===== src/rtl/sram_arb_pkg.sv =====
// Shared types and constants for the SRAM arbiter slice.
package sram_arb_pkg;

  typedef enum logic [1:0] {
    IDLE,
    ACCESS,
    RESP
  } arb_state_t;

  localparam logic OP_READ  = 1'b0;
  localparam logic OP_WRITE = 1'b1;

endpackage


===== src/rtl/rr_picker.sv =====
// Combinational round-robin pick: first set bit of req at or after ptr, with wrap.
module rr_picker #(
  parameter int unsigned NumReq      = 4,
  parameter int unsigned ReqIdxWidth = $clog2(NumReq)
) (
  input  logic [NumReq-1:0]      req,
  input  logic [ReqIdxWidth-1:0] ptr,
  output logic                   grant_valid,
  output logic [ReqIdxWidth-1:0] grant_idx
);

  logic [ReqIdxWidth-1:0] idx;

  always_comb begin
    grant_valid = 1'b0;
    grant_idx   = '0;
    idx         = '0;
    for (int unsigned off = 0; off < NumReq; off++) begin
      idx = ReqIdxWidth'((32'(ptr) + off) % NumReq);
      if (!grant_valid && req[idx]) begin
        grant_valid = 1'b1;
        grant_idx   = idx;
      end
    end
  end

endmodule


===== src/rtl/sram_arbiter.sv =====
// Round-robin arbiter sharing one single-port SRAM among NumReq requesters,
// one outstanding access at a time.
module sram_arbiter
  import sram_arb_pkg::*;
#(
  parameter int unsigned NumReq      = 4,
  parameter int unsigned EleLen      = 32,
  parameter int unsigned EleIdxWidth = 10,
  parameter int unsigned ReqIdxWidth = $clog2(NumReq)
) (
  input  logic                                clk,
  input  logic                                rst,
  input  logic [NumReq-1:0]                   req_valid,
  output logic [NumReq-1:0]                   req_ready,
  input  logic [NumReq-1:0]                   req_read_or_write,
  input  logic [NumReq-1:0][EleLen-1:0]       req_write_ele,
  input  logic [NumReq-1:0][EleIdxWidth-1:0]  req_addr,
  output logic [NumReq-1:0]                   resp_valid,
  input  logic [NumReq-1:0]                   resp_ready,
  output logic [EleLen-1:0]                   resp_read_ele,
  output logic                                sram_valid,
  output logic                                sram_read_or_write,
  output logic [EleLen-1:0]                   sram_write_ele,
  output logic [EleIdxWidth-1:0]              sram_addr,
  input  logic                                sram_ready,
  input  logic [EleLen-1:0]                   sram_read_ele
);

  arb_state_t             state_q;
  logic [ReqIdxWidth-1:0] rr_ptr_q;
  logic [ReqIdxWidth-1:0] owner_q;
  logic                   op_q;
  logic [EleIdxWidth-1:0] addr_q;
  logic [EleLen-1:0]      wdata_q;
  logic [EleLen-1:0]      rdata_q;

  logic                   grant_valid;
  logic [ReqIdxWidth-1:0] grant_idx;
  logic [ReqIdxWidth-1:0] ptr_next;

  rr_picker #(
    .NumReq      (NumReq),
    .ReqIdxWidth (ReqIdxWidth)
  ) u_rr_picker (
    .req         (req_valid),
    .ptr         (rr_ptr_q),
    .grant_valid (grant_valid),
    .grant_idx   (grant_idx)
  );

  assign ptr_next = (grant_idx == ReqIdxWidth'(NumReq - 1)) ? '0 : grant_idx + 1'b1;

  always_ff @(posedge clk) begin
    if (rst) begin
      state_q  <= IDLE;
      rr_ptr_q <= '0;
      owner_q  <= '0;
      op_q     <= OP_READ;
      addr_q   <= '0;
      wdata_q  <= '0;
      rdata_q  <= '0;
    end else begin
      unique case (state_q)
        IDLE: begin
          if (grant_valid) begin
            owner_q  <= grant_idx;
            op_q     <= req_read_or_write[grant_idx];
            addr_q   <= req_addr[grant_idx];
            wdata_q  <= req_write_ele[grant_idx];
            rr_ptr_q <= ptr_next;
            state_q  <= ACCESS;
          end
        end
        ACCESS: begin
          if (sram_ready) begin
            if (op_q == OP_WRITE) begin
              state_q <= IDLE;
            end else begin
              rdata_q <= sram_read_ele;
              state_q <= RESP;
            end
          end
        end
        RESP: begin
          if (resp_ready[owner_q]) begin
            state_q <= IDLE;
          end
        end
        default: state_q <= IDLE;
      endcase
    end
  end

  // Grant is suppressed while rst is high so no requester sees a handshake that is dropped.
  always_comb begin
    req_ready  = '0;
    resp_valid = '0;
    if (state_q == IDLE && grant_valid && !rst) begin
      req_ready[grant_idx] = 1'b1;
    end
    if (state_q == RESP) begin
      resp_valid[owner_q] = 1'b1;
    end
  end

  assign sram_valid         = (state_q == ACCESS);
  assign sram_read_or_write = op_q;
  assign sram_addr          = addr_q;
  assign sram_write_ele     = wdata_q;
  assign resp_read_ele      = rdata_q;

endmodule

===== config.mk =====
export PLATFORM = sky130hd
export DESIGN_NAME = sram_arbiter
export DESIGN_NICKNAME = d
export VERILOG_FILES = /design/src/rtl/sram_arb_pkg.sv /design/src/rtl/rr_picker.sv /design/src/rtl/sram_arbiter.sv
export SDC_FILE = /design/constraint.sdc
export NUM_CORES = 1
export LEC_CHECK = 0
export ABC_AREA = 1
export ABC_CLOCK_PERIOD_IN_PS = 2260
export CAP_MARGIN = 20
export CORE_ASPECT_RATIO = 0.6
export CORE_MARGIN = 1.5
export CORE_UTILIZATION = 38
export CTS_BUF_LIST = sky130_fd_sc_hd__clkbuf_16
export CTS_CLUSTER_DIAMETER = 150
export DETAILED_ROUTE_END_ITERATION = 16
export GPL_TIMING_DRIVEN = 0
export PLACE_DENSITY = 0.82
export SETUP_SLACK_MARGIN = 0.15
export SYNTH_ARGS = -nofsm -noshare
export SYNTH_HDL_FRONTEND = slang
export SYNTH_SLANG_ARGS = --single-unit

===== constraint.sdc =====
create_clock -name clk -period 2.26 [get_ports clk]
set_input_delay 0.452 -clock clk [delete_from_list [all_inputs] [get_ports clk]]
set_output_delay 0.452 -clock clk [all_outputs]
set_load 0.02 [all_outputs]

==> impl_metrics.csv, run 1 <==
group,metric,value,unit
global_routing,grt_max_degree,17,
route,drcViolationCount,0,
logic_synthesis,synth-seq-cells,81,
worst_setup_path,cp.required,2.45,ns
worst_setup_path,critPathMaxStageDelay,0.40,ns
logic_synthesis,synth_seq_area_share,33.49,%
hold_path,hold_class,"reg -> reg",
clock_tree,cts_sinks,81,
global_routing,grt.overflow.total,0,
power,ir_drop,829.2,µV
clock_tree,cts_tree,"yes",
logic_synthesis,syn_area,4842,µm²
sta,worst_pin_slew,0.6267,ns
outcome,violations,"setup timing",
logic_synthesis,synth.avg_cell_area,5.978,µm²
layout,final_layout_size_suffix_gt1_share,14.06,%
logic_synthesis,syn_inst,810,
route,drt_iter0_drc,355,
placed_design,dp_slack,-1.171,ns
placed_design,dp_hpwl,15390,µm
die,core,12260,µm²
worst_setup_path,crit_chain,"buf_12, nand2_4, nand2_4, nand2_4, nand2_4, nor2_4, nand2_2, or2_4, nand2_4, buf_4, buf_4, buf_4, buf_4, buf_4, buf_4, buf_4, buf_4, buf_4, buf_6, nand2_2, a21oi_1",
sta,report.final.setup_viol,6,
route,wire_per_inst,15.49,µm
sta,fin_ws,-0.3301,ns
route,drtPass1Iterations,5,
placed_design,port-buffer-count,298,
power,p_int,6.897,mW
sta,maxSlewViolCount,0,
die,initial_core_util,39.51,%
power,power,13.55,mW
global_routing,grt_pass1_wl,31540,µm
die,rows,31,
sta,post-route-min-period,2.590,ns
power,powerDensity,1504,nW/µm²
power,p_clk_share,12.2,%
global_routing,grt_pass1_vias,6171,
placed_design,gp_congestion,0.9286,
die,fp.dieW,148.7,µm
logic_synthesis,syn_nets,1025,
worst_setup_path,arrival,2.78,ns
clock_tree,htreeDepth,3,
outcome,status,"finished with violations",
power,p_comb_share,71.5,%
clock_tree,clk_pin_slew,0.07,ns
clock_tree,numCtsBuffers,9,
sta,rsz0062_at_grt,"true",
worst_setup_path,endpoint,"owner_q[0]$_SDFFE_PP0P_",
logic_synthesis,synth_cell_types,25,
power,leakage,4.108,nW
route,antenna_left,0,
worst_setup_path,worstSetupEndpointType,"register",
die,io_pins,299,
clock_tree,cts_buffer_depth,2,
layout,fin_nets,1362,
power,switching_share,49.09,%
route,vias,6543,
job,maxCapViolations,0,
worst_setup_path,reg2reg_from,"rr_ptr_q[0]$_SDFFE_PP0P_",
worst_setup_path,startpoint,"rr_ptr_q[0]$_SDFFE_PP0P_",
logic_synthesis,yosysWarnings,0,
layout,fillers,991,
worst_setup_path,criticalPathCategory,"reg -> reg",
clock_tree,clk_latency,0.34,ns
die,dieArea,13450,µm²
layout,layout_common_cells,"286 x clkdlybuf4s50_1, 206 x nand2_1, 149 x nor2_1, 146 x nand3_1, 78 x dfxtp_1",
worst_setup_path,cpMostUsedCell,"buf_4",
worst_setup_path,reg2reg_depth,21,
power,power_frac_seq,16.3,%
worst_setup_path,reg2reg_to,"owner_q[0]$_SDFFE_PP0P_",
clock_tree,hold_buffers,0,
route,drt_wl_total,20430,µm
clock_tree,cts_root_buf,"clkbuf_16",
route,vias_per_cell,4.961,
worst_setup_path,crit_fanout,8,
sta,fin_skew,0.007669,ns
sta,maxSlewHeadroom,58.22,%
global_routing,antenna_found_initial,2,
worst_setup_path,critPathLaunchType,"register",
worst_setup_path,ff2ff_setup_slack,-0.33,ns
die,die_h,90.44,µm
power,p_switching,6.649,mW
layout,areaGrowthSynthToFinish,86.05,%
sta,finalHoldViolations,0,
sta,post-route-period-util,114.6,%
sta,fmax,386.1,MHz
layout,mostFrequentLayoutCell,"clkdlybuf4s50_1",
worst_setup_path,cp_slowest_cell,"dfxtp_4",
global_routing,grt_use_total,29.42,%
worst min-delay path by stage:
stage | from | cells past startpoint | slack [ns] | end
3_3_place_gp | resp_read_ele[9]$_SDFFE_PP0P_ | 2 | 0.49 | resp_read_ele[9]$_SDFFE_PP0P_
5_1_grt | resp_read_ele[6]$_SDFFE_PP0P_ | 2 | 0.55 | resp_read_ele[6]$_SDFFE_PP0P_
4_1_cts | sram_write_ele[7]$_SDFFE_PP0P_ | 2 | 0.52 | sram_write_ele[7]$_SDFFE_PP0P_
3_5_place_dp | resp_read_ele[2]$_SDFFE_PP0P_ | 2 | 0.50 | resp_read_ele[2]$_SDFFE_PP0P_
2_1_floorplan | owner_q[0]$_SDFFE_PP0P_ | 2 | 0.50 | owner_q[0]$_SDFFE_PP0P_
6_report | resp_read_ele[11]$_SDFFE_PP0P_ | 2 | 0.52 | resp_read_ele[11]$_SDFFE_PP0P_
final cells by class:
cell class	count	area [µm²]	area share, %
diodes	2	5.005	0.05556
inverters	39	171.4	1.903
well taps	165	206.4	2.292
multi-input cells	633	3053	33.89
repair buffers	326	3196	35.47
clock inverters	7	106.4	1.181
plain buffers	57	415.4	4.611
flip-flops and latches	81	1630	18.10
clock buffers	9	225.2	2.500
flip-flops by register name, indices dropped and copies added (netlist names):
signal	flops
owner_q	2
resp_read_ele	32
rr_ptr_q	2
sram_addr	10
sram_read_or_write	1
sram_write_ele	32
state_q	2
per-stage QoR:
| stage | instances | TNS (ns) | area (µm²) | hold WS [ns] | utilization [%] |
|---|---|---|---|---|---|
| global placement | 1273 | -25.31 | 8080 | 0.4941 | 65.92 |
| CTS | 1314 | -1.679 | 8787 | 0.5210 | 71.69 |
| global route | 1318 | -3.013 | 9006 | 0.5479 | 73.48 |
| detailed placement | 1273 | -26.66 | 8080 | 0.5028 | 65.92 |
| floorplan | 810 | 0 | 4891 | 0.4963 | - |
| finish | 1319 | -1.850 | 9009 | 0.5170 | 73.50 |
logic make-up (layout without fill, tap and decap cells):
family / Yosys count / in the layout / share of synthesized area [%]
buffers and inverters: 96 / 438 / 9.121
AO/OA/AOI/OAI: 66 / 66 / 6.848
flip-flops: 81 / 81 / 33.49
other: 0 / 2 / 0
AND/OR/NAND/NOR: 567 / 567 / 50.54
what timing repair did:
action                                  in CTS  in global routing
endpoints found under the setup margin      77                 53
pin swaps                                   20                 19
gates resized for setup                    104                 64
cloned                                       0                  0
setup buffers                               25                  3
critical path: cells and delay by family, from the launching register on:
family / cells / cell delay [ns]
AND/OR/NAND/NOR: 9 / 0.62
buffers and inverters: 11 / 1.37
AO/OA/AOI/OAI: 1 / 0.05
flip-flops: 1 / 0.40
per-layer routing:
| metal | wire length [µm] | vias up | GRT usage (%) |
|---|---|---|---|
| li1 | - | 3282 | - |
| met1 | 9056 | 2981 | 38.53 |
| met2 | 9332 | 248 | 47.75 |
| met3 | 1630 | 32 | 7.727 |
| met4 | 407 | 0 | 7.838 |
| met5 | 0 | - | 0 |
cell usage after synthesis:
library cell / instances / area [µm²]
a21oi_1: 6 / 30.03
a31oi_1: 1 / 6.260
buf_1: 3 / 11.26
buf_2: 19 / 95.09
buf_4: 5 / 37.54
buf_6: 3 / 33.78
buf_8: 1 / 15.01
clkbuf_1: 26 / 97.59
clkinv_4: 1 / 8.760
dfxtp_1: 81 / 1622
inv_1: 35 / 131.4
inv_2: 3 / 11.26
nand2_1: 229 / 859.6
nand2_2: 6 / 37.54
nand3_1: 148 / 740.7
nand3_2: 12 / 120.1
nand4_1: 2 / 12.51
nor2_1: 157 / 589.3
nor2_2: 1 / 6.260
nor2_4: 3 / 33.78
nor3_1: 7 / 35.03
nor4_1: 1 / 6.260
o21ai_0: 57 / 285.3
o21ai_1: 2 / 10.01
or2_1: 1 / 6.260
power groups by stage:
| stage | clock network (mW) | logic [mW] | registers [mW] |
|---|---|---|---|
| final | 1.65 | 9.69 | 2.21 |
| after global routing | 1.73 | 10.6 | 2.26 |
| after CTS | 1.68 | 9.15 | 2.17 |
| after detailed placement | 0 | 8.17 | 2.18 |
| after global placement | 0 | 8.08 | 2.17 |
| after floorplan | 0 | 4.93 | 2.62 |
No activity file was read; power rests on OpenSTA's default activity.
==> run 2: changes to the inputs <==
ABC_CLOCK_PERIOD_IN_PS = default   (was 2260)
==> results of run 2 <==
No change in the layout: final DEF, timing and power equal those of run 1.
==> run 3: changes to the inputs <==
REMOVE_ABC_BUFFERS = 1   (was default)
==> run 3 against run 2 <==
The flow still finishes with violations (setup timing). Critical path depth decreased by 10. Die area unchanged. Register-to-register slack improved by 0.17 ns. Cell area increased by 6.7%. Critical endpoint is now req_ready[2]. Global-route usage increased by 4.1 points. Fmax decreased by 1.3%. Worst setup slack got worse by 0.035 ns.
==> impl_metrics.csv, run 3 (same netlist as run 1, synthesis figures left out) <==
group,metric,value,unit
worst_setup_path,cp_slowest_cell,"dfxtp_4",
sta,rsz0062_at_grt,"true",
clock_tree,cts_buffer_depth,2,
sta,post-route-min-period,2.625,ns
layout,final_cell_count_no_fill,1310,
worst_setup_path,path_depth,11,
die,dieArea,13450,µm²
placed_design,place_inst,1222,
sta,maxSlewHeadroom,58.88,%
power,power_frac_seq,13.3,%
global_routing,grt_pass1_wl,34720,µm
power,p_int,8.181,mW
power,p_comb_share,76.9,%
clock_tree,cts_root_buf,"clkbuf_16",
clock_tree,cts_tree,"yes",
worst_setup_path,critPathMaxStageDelay,0.38,ns
sta,post-route-period-util,116.1,%
worst_setup_path,crit_fanout,8,
worst_setup_path,arrival,2.17,ns
clock_tree,htreeDepth,3,
hold_path,hold_class,"reg -> reg",
route,drt_wl_total,25650,µm
hold_path,holdPathStages,2,
outcome,status,"finished with violations",
route,drtPass1Iterations,5,
route,drt_iter0_drc,600,
die,fp.dieW,148.7,µm
worst_setup_path,critPathLaunchType,"register",
global_routing,grt_use_total,33.56,%
global_routing,grt_pass1_vias,6402,
route,drcViolationCount,0,
power,switching_share,50.08,%
power,leakage,4.363,nW
power,p_clk_share,9.8,%
sta,report.final.setup_viol,49,
layout,final_layout_size_suffix_gt1_share,16.68,%
route,vias_per_cell,5.398,
worst_setup_path,worstSetupEndpointType,"output pin",
job,maxCapViolations,0,
sta,fmax,381.0,MHz
sta,fin_ws,-0.3646,ns
placed_design,gp_congestion,0.8495,
die,rows,31,
layout,diodes,0,
sta,fin_skew,0.006894,ns
worst_setup_path,crit_buf_inv,3,
worst_setup_path,reg2reg_depth,16,
layout,layout_common_cells,"284 x clkdlybuf4s50_1, 205 x nand2_1, 143 x nor2_1, 136 x nand3_1, 79 x dfxtp_1",
die,initial_core_util,39.51,%
route,vias,7071,
clock_tree,hold_buffers,0,
sta,finalHoldViolations,0,
sta,maxSlewViolCount,0,
die,core,12260,µm²
sta,worst_pin_slew,0.6167,ns
clock_tree,clk_pin_slew,0.07,ns
layout,fin_nets,1356,
global_routing,antenna_found_initial,0,
power,powerDensity,1706,nW/µm²
clock_tree,cts_sinks,81,
global_routing,grt_max_degree,61,
global_routing,grt.overflow.total,0,
layout,regArea,1629,µm²
power,ir_drop,945.5,µV
power,p_switching,8.209,mW
worst_setup_path,critical_path.top_delay_family,"simple AND/OR/NAND/NOR gates",
placed_design,dp_hpwl,12750,µm
layout,fillers,879,
route,antenna_left,0,
layout,final_util,78.39,%
layout,areaGrowthSynthToFinish,98.42,%
worst_setup_path,criticalPathCategory,"reg -> out",
layout,mostFrequentLayoutCell,"clkdlybuf4s50_1",
sta,hold_slack,0.5160,ns
worst_setup_path,cp.required,1.81,ns
layout,multi_input_area,3213,µm²
route,wire_per_inst,19.58,µm
die,die_h,90.44,µm
clock_tree,clk_latency,0.34,ns
outcome,violations,"setup timing",
placed_design,port-buffer-count,298,
worst_setup_path,crit_chain,"inv_6, nand2_2, nand3_4, nand2_4, nor2_4, nand4_1, nand2_8, buf_16, nand2_4, nor2_4, buf_6",
clock_tree,numCtsBuffers,9,
die,io_pins,299,
-- run 3: cell count changes in the layout (fill, tap and decap cells not counted), moves of 8 or more --
cell      delta
nand3_2     +10
nand3_1     -10
buf_12       +9
buf_16       +8
clkbuf_2     -8
buf_2        -8
clkbuf_1    -16
o21ai_0     +12
o21ai_1     -12
-- run 3: worst register-to-register path: stages, from the launching register on --
cell and delay (ns):
dfxtp_4 0.38, inv_6 0.12, nand2_2 0.12, nand3_4 0.11
nand2_4 0.07, nor2_4 0.19, nand4_1 0.29, nand2_8 0.18
buf_4 0.12, buf_4 0.11, buf_12 0.14, buf_6 0.12
clkbuf_16 0.13, nand2_1 0.07, nand3_1 0.09, nand2_1 0.07
inv_1 0.06
-- run 3: worst paths after layout --
check / start / to / slack, ns
max: rr_ptr_q[0]$_SDFFE_PP0P_ / req_ready[2] / -0.36
min: resp_read_ele[19]$_SDFFE_PP0P_ / resp_read_ele[19]$_SDFFE_PP0P_ / 0.52
max reg2reg: rr_ptr_q[0]$_SDFFE_PP0P_ / sram_write_ele[0]$_SDFFE_PP0P_ / -0.16
min reg2reg: resp_read_ele[19]$_SDFFE_PP0P_ / resp_read_ele[19]$_SDFFE_PP0P_ / 0.52
-- run 3: metal layers --
metal	wire length (µm)	vias to the layer above	global-route usage, %
li1	-	3267	-
met1	10280	3259	43.76
met2	11870	464	55.43
met3	2661	81	8.081
met4	835	0	8.746
met5	0	-	0
-- run 3: what timing repair did --
item                                    4_1_cts  5_1_grt
buffers inserted                             32       19
pin swaps                                    28       33
cloned                                       16        6
gates resized for setup                     124       63
hold endpoints to repair                      0        0
endpoints found under the setup margin       88       82
-- run 3: metrics by stage --
| step | cell area [µm²] | worst slack (ns) | setup TNS [ns] | power [mW] |
|---|---|---|---|---|
| 2_1_floorplan | 4552 | -1.818 | -101.08 | 6.877 |
| 3_3_place_gp | 7741 | -4.164 | -277.34 | 9.041 |
| 5_1_grt | 9608 | -0.4348 | -7.300 | 17.19 |
| 6_report | 9608 | -0.3646 | -4.257 | 16.39 |
| 3_5_place_dp | 7869 | -2.194 | -83.78 | 9.786 |
| 4_1_cts | 9052 | -0.2595 | -1.036 | 14.34 |
-- run 3: layout make-up --
| type | instances | area share, % |
|---|---|---|
| Timing Repair inverter | 8 | 1.172 |
| Timing Repair Buffer | 365 | 40.75 |
| Clock buffer | 9 | 2.344 |
| Inverter | 39 | 2.253 |
| Tap cell | 165 | 2.149 |
| Clock inverter | 6 | 0.9376 |
| Sequential cell | 81 | 16.96 |
| Multi-Input combinational cell | 637 | 33.44 |
-- run 3: power by group through the flow --
stage / Clock [mW] / Sequential [mW] / Combinational (mW)
3_5_place_dp: 0 / 2.17 / 7.62
2_1_floorplan: 0 / 2.63 / 4.25
6_report: 1.60 / 2.18 / 12.6
5_1_grt: 1.66 / 2.23 / 13.3
4_1_cts: 1.59 / 2.15 / 10.6
3_3_place_gp: 0 / 2.15 / 6.89
